--- config.mk ---
export PLATFORM = sky130hd
export DESIGN_NAME = card_sprite_reader
export DESIGN_NICKNAME = d
export VERILOG_FILES = /design/src/rtl/card_sprite_reader.sv
export SDC_FILE = /design/constraint.sdc
export NUM_CORES = 1
export LEC_CHECK = 0
export BUFFER_PORTS_ARGS = -buffer_cell sky130_fd_sc_hd__buf_4
export CAP_MARGIN = 20
export CORE_UTILIZATION = 45
export CTS_CLUSTER_DIAMETER = 40
export DETAILED_ROUTE_END_ITERATION = 16
export SLEW_MARGIN = 20
export SYNTH_ARGS = -nofsm -noshare
export SYNTH_HDL_FRONTEND = slang
export SYNTH_SLANG_ARGS = --single-unit
--- constraint.sdc ---
create_clock -name clock -period 4.1 [get_ports clock]
set_input_delay 1.23 -clock clock [delete_from_list [all_inputs] [get_ports clock]]
set_output_delay 1.23 -clock clock [all_outputs]
set_load 0.05 [all_outputs]
--- src/rtl/card_sprite_reader.sv ---
// card_sprite_reader
//   Read-side client of the 512x3 card sprite RAM (16 px wide x 32 rows).
//   Each incoming pixel coordinate is hit-tested against up to NUM_SLOTS card
//   placements. The RAM read is issued for the winning card, and the final
//   colour is returned two clocks later. Transparency and background fill are
//   applied to that colour.
//
// Ports
//   clock, reset_n          pixel clock, asynchronous active-low reset
//   cfg_we/cfg_slot/cfg_x/  shadow placement write port; slot indexes at or
//   cfg_y/cfg_en            above NUM_SLOTS are dropped
//   frame_start             copies shadow placements to the active set
//   px_valid/px_x/px_y      incoming pixel coordinate
//   RE/rAddr                RAM read strobe and address {row[4:0], col[3:0]}
//   dataOut                 RAM read data, one cycle after rAddr
//   pix_valid/pix_color/    output pixel, latency 2 clocks
//   pix_hit
module card_sprite_reader #(
  parameter int         NUM_SLOTS = 4,
  parameter logic [2:0] BG_COLOR  = 3'b010,
  parameter logic [2:0] TRANSP    = 3'b000
) (
  input  logic       clock,
  input  logic       reset_n,
  input  logic       cfg_we,
  input  logic [2:0] cfg_slot,
  input  logic [7:0] cfg_x,
  input  logic [7:0] cfg_y,
  input  logic       cfg_en,
  input  logic       frame_start,
  input  logic       px_valid,
  input  logic [7:0] px_x,
  input  logic [7:0] px_y,
  output logic       RE,
  output logic [8:0] rAddr,
  input  logic [2:0] dataOut,
  output logic       pix_valid,
  output logic [2:0] pix_color,
  output logic       pix_hit
);

  logic [NUM_SLOTS-1:0] sh_en, sh_en_nxt, act_en;
  logic [7:0]           sh_x [NUM_SLOTS];
  logic [7:0]           sh_y [NUM_SLOTS];
  logic [7:0]           sh_x_nxt [NUM_SLOTS];
  logic [7:0]           sh_y_nxt [NUM_SLOTS];
  logic [7:0]           act_x [NUM_SLOTS];
  logic [7:0]           act_y [NUM_SLOTS];

  logic       any_hit;
  logic [8:0] hit_addr;
  logic [7:0] dx, dy;
  logic       s1_valid, s1_hit, s2_hit;

  // Shadow next-state. frame_start copies this next value, so a write in the
  // frame_start cycle itself lands in the active set too.
  always_comb begin
    sh_en_nxt = sh_en;
    sh_x_nxt  = sh_x;
    sh_y_nxt  = sh_y;
    for (int s = 0; s < NUM_SLOTS; s++) begin
      if (cfg_we && cfg_slot == 3'(s)) begin
        sh_en_nxt[s] = cfg_en;
        sh_x_nxt[s]  = cfg_x;
        sh_y_nxt[s]  = cfg_y;
      end
    end
  end

  always_ff @(posedge clock or negedge reset_n) begin
    if (!reset_n) begin
      sh_en  <= '0;
      act_en <= '0;
      sh_x   <= '{default: '0};
      sh_y   <= '{default: '0};
      act_x  <= '{default: '0};
      act_y  <= '{default: '0};
    end else begin
      sh_en <= sh_en_nxt;
      sh_x  <= sh_x_nxt;
      sh_y  <= sh_y_nxt;
      if (frame_start) begin
        act_en <= sh_en_nxt;
        act_x  <= sh_x_nxt;
        act_y  <= sh_y_nxt;
      end
    end
  end

  // Hit test. The compares are 9 bits wide so a card near the right or bottom
  // edge clips instead of wrapping. The loop runs from the highest slot down,
  // so the lowest hitting slot is written last and wins.
  always_comb begin
    any_hit  = 1'b0;
    hit_addr = '0;
    dx       = '0;
    dy       = '0;
    for (int s = NUM_SLOTS - 1; s >= 0; s--) begin
      if (act_en[s]
          && ({1'b0, px_x} >= {1'b0, act_x[s]})
          && ({1'b0, px_x} <  ({1'b0, act_x[s]} + 9'd16))
          && ({1'b0, px_y} >= {1'b0, act_y[s]})
          && ({1'b0, px_y} <  ({1'b0, act_y[s]} + 9'd32))) begin
        any_hit  = 1'b1;
        dx       = px_x - act_x[s];
        dy       = px_y - act_y[s];
        hit_addr = {dy[4:0], dx[3:0]};
      end
    end
  end

  always_ff @(posedge clock or negedge reset_n) begin
    if (!reset_n) begin
      RE        <= 1'b0;
      rAddr     <= '0;
      s1_valid  <= 1'b0;
      s1_hit    <= 1'b0;
      pix_valid <= 1'b0;
      s2_hit    <= 1'b0;
    end else begin
      RE       <= px_valid & any_hit;
      if (any_hit) rAddr <= hit_addr;
      s1_valid  <= px_valid;
      s1_hit    <= px_valid & any_hit;
      pix_valid <= s1_valid;
      s2_hit    <= s1_hit;
    end
  end

  // The RAM registers its own output. dataOut is therefore already aligned
  // with the stage-2 flags, and the colour select stays combinational so the
  // total latency is two clocks. The select depends on registered flags only,
  // so reset blanks it at once.
  always_comb begin
    pix_color = 3'b000;
    pix_hit   = 1'b0;
    if (pix_valid) begin
      if (s2_hit && dataOut != TRANSP) begin
        pix_color = dataOut;
        pix_hit   = 1'b1;
      end else begin
        pix_color = BG_COLOR;
      end
    end
  end

endmodule

Yosys cells after proc, flatten, opt, wreduce, memory -nomap -nowiden. Index checks and enable logic that the tools add are counted.

Multiply operators: 0. Reductions and logical operators: 23. $lt $le $gt $ge: 16. Shift-type cells: 0. Add/sub/neg operators: 16. Multiplexer cells: 24. Bitwise logic cells: 1. Div/mod/pow operators: 0. Equal/unequal tests: 3.

Operators with widths (number): 8-bit by 9-bit < comparator with 1-bit output (8); 8-bit >= comparator (8); 8-bit two-way mux (8); 8-bit by 5-bit adder with 9-bit output, second input constant (4); 8-bit by 6-bit adder with 9-bit output, second input constant (4); 9-bit two-way mux (4); 1-bit logical AND (21); 5-bit subtractor (4); 4-bit subtractor (4); 1-bit two-way mux (10); 3-bit by 2-bit equality test with 1-bit output, second input constant (2); 3-bit two-way mux (2); 3-bit by 1-bit equality test with 1-bit output, second input constant (1); 3-bit logical NOT (1); 3-bit nonzero test (1); 1-bit AND (1).

Memories kept: 0. Bits in registers: 149. Bits in read-only memories: 0. Logic and storage cells: 106. Bits of input ports: 44. Memory bits (writable): 0. Bits in latches: 0.

Longest topological paths before layout. Gate-level depths: netlist (run 1).

Word-level depth: 10. Gate-level depth with buffers: 12. Mapped depth without buffers: 11.

Worst setup path before layout (run 1). No wires, ideal clock.

Kind: input-to-reg. From: in px_y[0]. To: reg rAddr[6]. Arrival time: 3.562 ns. Buffers on the path: 1. Setup slack: 0.416 ns. Cell stages on the path: 12. Setup time: 0.123 ns. Cells stage by stage: inv_1 > ha_1 > inv_1 > fa_1 > a21o_1 > a21oi_1 > a21oi_1 > o2111ai_1 > nor2_1 > or4_1 > buf_2 > o221a_2.

Word-level cells in the longest chain between the ends: 7. Elaborated cells on any way between the ends: 28. Those cells by class: add/sub: 4; order compare: 8; mux: 8; reduce/logical: 8.

RTL lines: start: declaration (line 33) `input logic [7:0] px_y,`; 8-bit >= comparator (line 102) `&& ({1'b0, px_y} >= {1'b0, act_y[s]})`; 1-bit logical AND (line 102); 1-bit logical AND (line 103) `&& ({1'b0, px_y} < ({1'b0, act_y[s]} + 9'd32))) begin`; 9-bit two-way mux or 1-bit two-way mux (tied branches) (4 in series) (line 99) `if (act_en[s]`; end signal: assignment (line 122) `if (any_hit) rAddr <= hit_addr;`; end: declaration (line 35) `output logic [8:0] rAddr,`.

Parallel ways exist; a longest one is shown, timed or not. A chain may end at the register's enable or synchronous reset.

Worst setup path in the final report (run 1).
From: in px_y[0]. To: reg rAddr[5].

Same word-level chain as after synthesis.

==> results of run 1 <==
-- final timing paths --
path	start	endpoint	slack, ns	cells after the start
setup reg to reg	act_y[29]	rAddr[5]	0.91	10
max in group asynchronous	reset_n	sh_y[3]	2.47	2
hold reg to reg	s1_valid	pix_valid	0.35	0
setup / recovery	px_y[0]	rAddr[5]	0.39	13
min in group asynchronous	reset_n	sh_y[1]	0.78	1
hold / removal	s1_valid	pix_valid	0.35	0
-- sequential cells by signal, summed over array words and instances (netlist names) --
signal     count
sh_y          32
sh_en          4
s2_hit         1
sh_x          32
act_y         32
s1_hit         1
act_en         4
act_x         32
rAddr          9
s1_valid       1
pix_valid      1
-- logic make-up after synthesis --
group	Yosys count	synth area share
xor+xnor	22	0.0220
simple gates	172	0.0987
mux	80	0.103
buf+inv	114	0.0497
compound gates	184	0.140
flops	149	0.426
fa+ha+maj	108	0.161
-- metrics by stage --
stage	TNS, ns	setup slack (ns)	hold slack, ns	power [mW]
2_1_floorplan	0	0.416	0.331	3.28
3_3_place_gp	0	0.142	0.332	3.86
4_1_cts	0	0.415	0.352	5.40
6_report	0	0.393	0.350	5.35
5_1_grt	0	0.245	0.357	5.70
3_5_place_dp	-0.0215	-0.0215	0.338	3.88
-- metal layers --
| metal | vias up | global-route usage |
|---|---|---|
| li1 | 3089 | - |
| met1 | 3082 | 0.309 |
| met2 | 112 | 0.379 |
| met3 | 14 | 0.0358 |
| met4 | 0 | 0.0572 |
| met5 | - | 0 |
-- area by class of cell --
class / instances / area (um^2) / area share
well taps: 260 / 325 / 0.0320
clock buffers: 20 / 467 / 0.0459
repair buffers: 72 / 582 / 0.0572
inverters: 89 / 334 / 0.0329
clock inverters: 12 / 95.1 / 0.00935
multi-input cells: 566 / 4640 / 0.456
flip-flops and latches: 149 / 3730 / 0.367
-- worst max-delay path, stage by stage --
cell,delay (ns)
sky130_fd_sc_hd__buf_4,0.12
sky130_fd_sc_hd__inv_1,0.12
sky130_fd_sc_hd__ha_1,0.19
sky130_fd_sc_hd__inv_1,0.06
sky130_fd_sc_hd__fa_1,0.40
sky130_fd_sc_hd__a21o_1,0.20
sky130_fd_sc_hd__a21oi_1,0.23
sky130_fd_sc_hd__a21oi_1,0.13
sky130_fd_sc_hd__o2111ai_1,0.25
sky130_fd_sc_hd__a211oi_1,0.08
sky130_fd_sc_hd__buf_4,0.19
sky130_fd_sc_hd__a2111oi_0,0.62
sky130_fd_sc_hd__o32ai_2,0.19
-- cell usage in the layout (no fill, tap or decap), drive strengths merged, types with 4 or more instances in the layout --
master / n
a21o: 12
clkinv: 4
o21ai: 73
nor3: 13
clkbuf: 20
fa: 8
and3: 10
inv: 92
and4: 4
nand3: 13
o32ai: 4
a21oi: 28
mux2: 80
ha: 100
nor2: 18
a211o: 4
clkinvlp: 5
xnor2: 19
dfrtp: 149
o21a: 6
and2: 5
a211oi: 6
a2111oi: 4
o2111ai: 6
or3: 4
a31oi: 7
nand2: 72
a221o: 7
buf: 72
nor2b: 9
nand2b: 9
-- where the power goes --
group,internal [mW],leakage [nW],switching [mW]
Clock,0.829,0.262,0.663
Sequential,1.81,1.82,0.166
Combinational,0.814,2.70,1.07
Total,3.45,4.78,1.90
-- cell usage after synthesis, drive strengths merged, types with 8 or more instances --
library cell,count
dfrtp,149
nor2,18
o21ai,73
a21oi,28
ha,100
clkbuf,19
a21o,12
fa,8
inv,89
nand2b,9
xnor2,19
nand2,72
mux2,80
nor3,13
and3,10
nor2b,9
nand3,13
==> summary.md, run 1 <==
The flow ran to the end, and the final reports show no timing, DRC or antenna violations. Detailed placement ended at an HPWL of 15.6 mm. The via count of the first global-routing pass is 6,390, and the number of buffers added to fix hold violations after cts is 0. In this run the cell area measured after placement is 9610 um^2.

The logs give 3.99 ns for the data arrival time of the critical path and 8760 um^2 for the area of the mapped netlist. The share of final-layout standard cells stronger than drive strength 1 is 0.217. The final period demand of the worst path was 3.71 ns.

The count of buffers added on input and output ports is 58. The clock tree root buffer cell was sky130_fd_sc_hd__clkbuf_16. The routed length per placed instance works out to 18.2 um. By area the synthesized netlist is led by sky130_fd_sc_hd__dfrtp_1, sky130_fd_sc_hd__ha_1, sky130_fd_sc_hd__mux2_2.

The die is 142 um tall. The proportion of netlist area held by the largest area contributor is 0.426. For this block, the initial DRC count from the detailed router was 350. In this run the deepest clock path goes through 2 buffers.

0 antenna diodes ended up in the layout. The biggest fanout along the worst timing path works out to 9. The number of nets in the synthesized netlist came out at 981.

Row generation in the floorplan step produced 50 rows. Dividing total power by cell area gives a power density of 526 nW/um^2. The number of antenna violations at the first check in global routing is 0, and the number of max-capacitance violations reported is 0. The largest area contributor in the synthesized netlist is sky130_fd_sc_hd__dfrtp_1.

The run gives 829 as the synthesized netlist cell count. Timing would allow up to 270 MHz. Leaving out filler cells and counting taps, the final layout contains 1,168. Across the routed clock network, the largest skew measured is 0.0125 ns. The count of flip-flops with a built-in enable after synthesis works out to 0. The filler cell count is 1,771. The logs give 4.39 ns for the data required time at the worst endpoint and 0.538 for the final core area utilization. Clock-pin slew was measured on the worst setup and hold paths at 0.07 ns.

The tools report the total global routing overflow as 0. The proportion of register bits with asynchronous set or reset after synthesis was 1.00; the per-cell via count in the routed design was 5.39. For the total length of routed met2 wires, the log shows 10.2 mm. After the last flow step, the layout net total stands at 1,047. The logs give 0.464 for the starting density of the core and 18,900 um^2 for the core area. Share of the clock period used by the worst path: 0.904. The headroom to the max-slew limit is 0.528, and the final number of max-transition violations is 0.

Clock tree synthesis found a total of 149 sinks. The die outline width was 142 um; the number of nets with antenna violations after detailed routing was 0. The tools report the startpoint type of the worst setup path as an input pin.

The area added between synthesis and finish is 16.1%. The worst setup path is captured at a flip-flop. The tools report the later-pin clock latency in the skew report as 0.43 ns. The post-CTS setup buffer count is 0, and the detailed-route wire length on metal 1 is 10.2 mm.

The number of buffers added by the clock tree synthesis step came out at 17. The pre-antenna-repair detailed-routing pass consisted of 5 iterations. Setup repair after global routing left no endpoint under its margin. The count of synthesis-stage warnings from yosys came out at 0. After detailed routing, no signal wire sits above met4. The first global-routing pass estimated 34.4 mm of wire. The static power due to leakage came out at 4.78 nW. The most used flip-flop cell after synthesis is sky130_fd_sc_hd__dfrtp_1. I/O pin count: 59. The path class of the lowest-slack min-delay path is flip-flop to flip-flop. The pin count of the biggest net entering global routing is 65, and the transition time at the pin with the least slew margin is 0.701 ns.

For the area of the die, the log shows 20,000 um^2. TritonCTS built the clock tree. The kind of critical path is input pin to flip-flop. The routed design has 21.2 mm of wire.

The largest voltage drop on the vdd net came out at 0.307 mV. After clock tree synthesis, the repair step resized 0 gates. The part of the Yosys area used for sequential elements is 0.426.

The run gives 0.227 as the combined global-route utilization of all metal layers. After synthesis the netlist holds a flip-flop and latch count of 149. The H-tree was split into 4 levels. Setup violations remaining at the end of the flow were counted as 0. A synthesized cell averages 10.6 um^2. Routability-driven placement finished with a final weighted congestion of 0.852. Across all layers, the routed design uses 6,297 vias. After routing the design area is 10,200 um^2.

For the routed wire length on met3, the log shows 598 um. The final count of hold timing violations was 0; the unique cell type count in the Yosys netlist was 63. The placed instance count is 1,136, and the number of DRC violations after detailed routing is 0.
No activity file was read; power rests on OpenSTA's default activity.
==> inputs of run 2 (changes only) <==
--- a/config.mk
+++ b/config.mk
@@ -10,6 +10,7 @@
 export CORE_UTILIZATION = 45
 export CTS_CLUSTER_DIAMETER = 40
 export DETAILED_ROUTE_END_ITERATION = 16
+export REMOVE_ABC_BUFFERS = 1
 export SLEW_MARGIN = 20
 export SYNTH_ARGS = -nofsm -noshare
 export SYNTH_HDL_FRONTEND = slang
==> summary.md, run 2 (synthesis results as in run 1) <==
The run finished with clean final reports. The startpoint type of the worst setup path was an input pin (unchanged). The relative contribution of the clock network to total power was 0.307 (was 0.279); the transition time at the pin with the least slew margin was 0.977 ns (was 0.701 ns). The area of the die is 20,000 um^2 (unchanged), and the data arrival time of the critical path is 4.09 ns (was 3.99 ns).

The number of antenna violations at the first check in global routing came out at 0 (unchanged). The worst clock skew on the final layout is 0.0103 ns (was 0.0125 ns), and the final core area utilization is 0.547 (was 0.538). The internal power component is 3.71 mW (was 3.45 mW), and the share of the clock period used by the worst path is 0.935 (was 0.904). The count of input and output buffers came out at 58 (unchanged). The starting density of the core came out at 0.464 (unchanged). Clock transition at the registers of the reported paths: 0.06 ns (was 0.07 ns). Most common library cell in the layout ignoring fill and taps: sky130_fd_sc_hd__dfrtp_1 (unchanged). The kind of critical path was input pin to flip-flop (unchanged).

For the register area, the log shows 3730 um^2 (unchanged). Setup repair after global routing left no endpoint under its margin. The share of final-layout standard cells stronger than drive strength 1 works out to 0.229 (was 0.217). The number of cells on the critical path is 12 (was 13), and the overall die height is 142 um (unchanged). The worst hold path cell count came out at 0 (unchanged). Per-cell via count in the routed design: 5.33 (was 5.39). Number of antenna repair diodes: 0 (unchanged). The tools report the total global routing overflow as 0 (unchanged).

The logs give 1,062 (was 1,047) for the number of nets at the end of the flow and 0.341 (was 0.352) for the logic gate share of total power. The path class of the lowest-slack min-delay path was flip-flop to flip-flop (unchanged). Number of nets with antenna violations after detailed routing: 0 (unchanged). The run gives 0 (unchanged) as the number of max-capacitance violations reported. Total via count in the routed design: 6,300 (was 6,297). Family with the most delay on the worst path: compound AO/OA/AOI/OAI gates (unchanged).

For the largest voltage drop on the vdd net, the log shows 0.333 mV (was 0.307 mV). The number of buffer and inverter stages on the critical path is 3 (was 4). For the headroom to the max-slew limit, the log shows 0.343 (was 0.528). The number of buffers added by the clock tree synthesis step is 17 (unchanged). The net switching share of the total power came out at 0.343 (was 0.355). The routed length per placed instance works out to 17.9 um (was 18.2 um). For the total wirelength of the detailed-routed design, the log shows 21.2 mm (about the same). The run gives 1.94 mW (was 1.90 mW) as the total net switching power. Critical path cell sequence: buf_4, inv_1, ha_1, inv_1, fa_1, a21o_1, a21oi_1, a21oi_1, o2111ai_1, nor2_1, nor4_1, a221oi_1 (was buf_4, inv_1, ha_1, inv_1, fa_1, a21o_1, a21oi_1, a21oi_1, o2111ai_1, a211oi_1, buf_4, a2111oi_0, o32ai_2).

The combined global-route utilization of all metal layers came out at 0.230 (was 0.227). Clock tree root buffer cell: sky130_fd_sc_hd__clkbuf_16 (unchanged). The data required time at the worst endpoint came out at 4.36 ns (was 4.39 ns). The depth of the CTS H-tree is 4 (unchanged), and the path depth of the worst reg2reg path is 10 (unchanged). The number of DRC violations after detailed routing was 0 (unchanged); the biggest fanout along the worst timing path was 4 (was 9).

The tools report the clock tree buffer depth as 2 (unchanged). The critical path's largest stage delay was 0.81 ns (was 0.62 ns). The run gives 35.0 mm (was 34.4 mm) as the wire length of the first global-routing pass. The last weighted congestion value of the routability-driven placer was 0.930 (was 0.852); the final count of hold timing violations was 0 (unchanged). For the post-CTS setup buffer count, the log shows 0 (unchanged). Most used cells in the layout excluding fill and tap cells: sky130_fd_sc_hd__dfrtp_1, sky130_fd_sc_hd__ha_1, sky130_fd_sc_hd__inv_1 (unchanged). Quantity of gates resized following cts: 0 (unchanged). The start of the worst register-to-register path was act_y[29] (unchanged). The static power due to leakage is 4.90 nW (was 4.78 nW), and the maximum clock frequency is 261 MHz (was 270 MHz). The number of buffers added to fix hold violations after cts is 0 (unchanged), and the I/O pin count is 59 (unchanged). Count of endpoints failing setup in the final report: 0 (unchanged). The pin count of the biggest net entering global routing is 86 (was 65), and the number of clock sinks is 149 (unchanged). The number of detailed-routing iterations run before antenna repair is 5 (unchanged), and the final number of max-transition violations is 0 (unchanged).

Core area: 18,900 um^2 (unchanged). The number of rows created at floorplan was 50 (unchanged). The master of the slowest instance on the critical path is sky130_fd_sc_hd__nor4_1 (was sky130_fd_sc_hd__a2111oi_0). The worst hold slack was 0.354 ns (was 0.350 ns).

The launch instance of the worst min-delay path is s1_valid (unchanged). The aggregate negative setup slack was 0 ns (unchanged). Filler cell count: 1,738 (was 1,771). The power density of the placed cells was 547 nW/um^2 (was 526 nW/um^2); the area of combinational cells with multiple inputs was 4640 um^2 (unchanged). The die outline width is 142 um (unchanged). For the share of power burned in registers, the log shows 0.352 (was 0.369). TritonCTS built the clock tree. The logs give 6,373 (was 6,390) for the via count of the first global-routing pass and 15.8 mm (was 15.6 mm) for the placed wire-length estimate. The later-pin clock latency in the skew report came out at 0.43 ns (about the same). The element type at the critical path end was a flip-flop (unchanged). The start point of the critical path was px_y[0] (unchanged).

The final period demand of the worst path is 3.83 ns (was 3.71 ns). The area added between synthesis and finish is 18.0% (was 16.1%). The run gives 327 (was 350) as the number of DRC markers in iteration 0.
[run 2: cell types whose count changed in the layout (fill, tap and decap cells not counted), moves of 2 or more]
cell	previous run	this run
sky130_fd_sc_hd__clkinvlp_4	5	1
sky130_fd_sc_hd__buf_4	68	84
sky130_fd_sc_hd__buf_12	3	1
sky130_fd_sc_hd__bufinv_16	0	4
[run 2: power by group through the flow]
stage	clock (mW)	sequential [mW]	combinational (mW)
after global routing	1.84	2.03	2.15
after global placement	0	2.01	1.90
after CTS	1.76	1.99	1.93
after floorplan	0	2.11	1.15
final	1.73	1.99	1.93
after detailed placement	0	2.01	1.92
[run 2: stage by stage]
step                instances  setup slack, ns  power (mW)  cell area [um^2]
finish                   1183            0.268        5.65             10300
floorplan                 804            0.310        3.26              8660
CTS                      1182            0.376        5.69             10300
global placement         1150           0.0359        3.91              9690
detailed placement       1150          -0.0643        3.94              9690
global route             1183            0.145        6.02             10300
[run 2: path summary, 6_finish.rpt]
path | slack (ns) | end
setup / recovery | 0.27 | rAddr[2]
hold / removal | 0.35 | pix_valid
setup reg to reg | 0.90 | rAddr[4]
hold reg to reg | 0.35 | pix_valid
max in group asynchronous | 2.41 | act_y[15]
min in group asynchronous | 0.85 | sh_x[2]
[run 2: routing by layer]
metal	wire length, um	track usage
met1	10700	0.330
met5	0	0
met4	453	0.0787
met3	724	0.0358
met2	9340	0.354
[run 2: area by class of cell]
cell class | count | share of cell area
tap | 260 | 0.0315
clock buffer | 20 | 0.0442
sequential | 149 | 0.361
clock inverter | 12 | 0.0185
inverter | 89 | 0.0323
timing repair buffer | 87 | 0.0645
multi-input combinational | 566 | 0.448
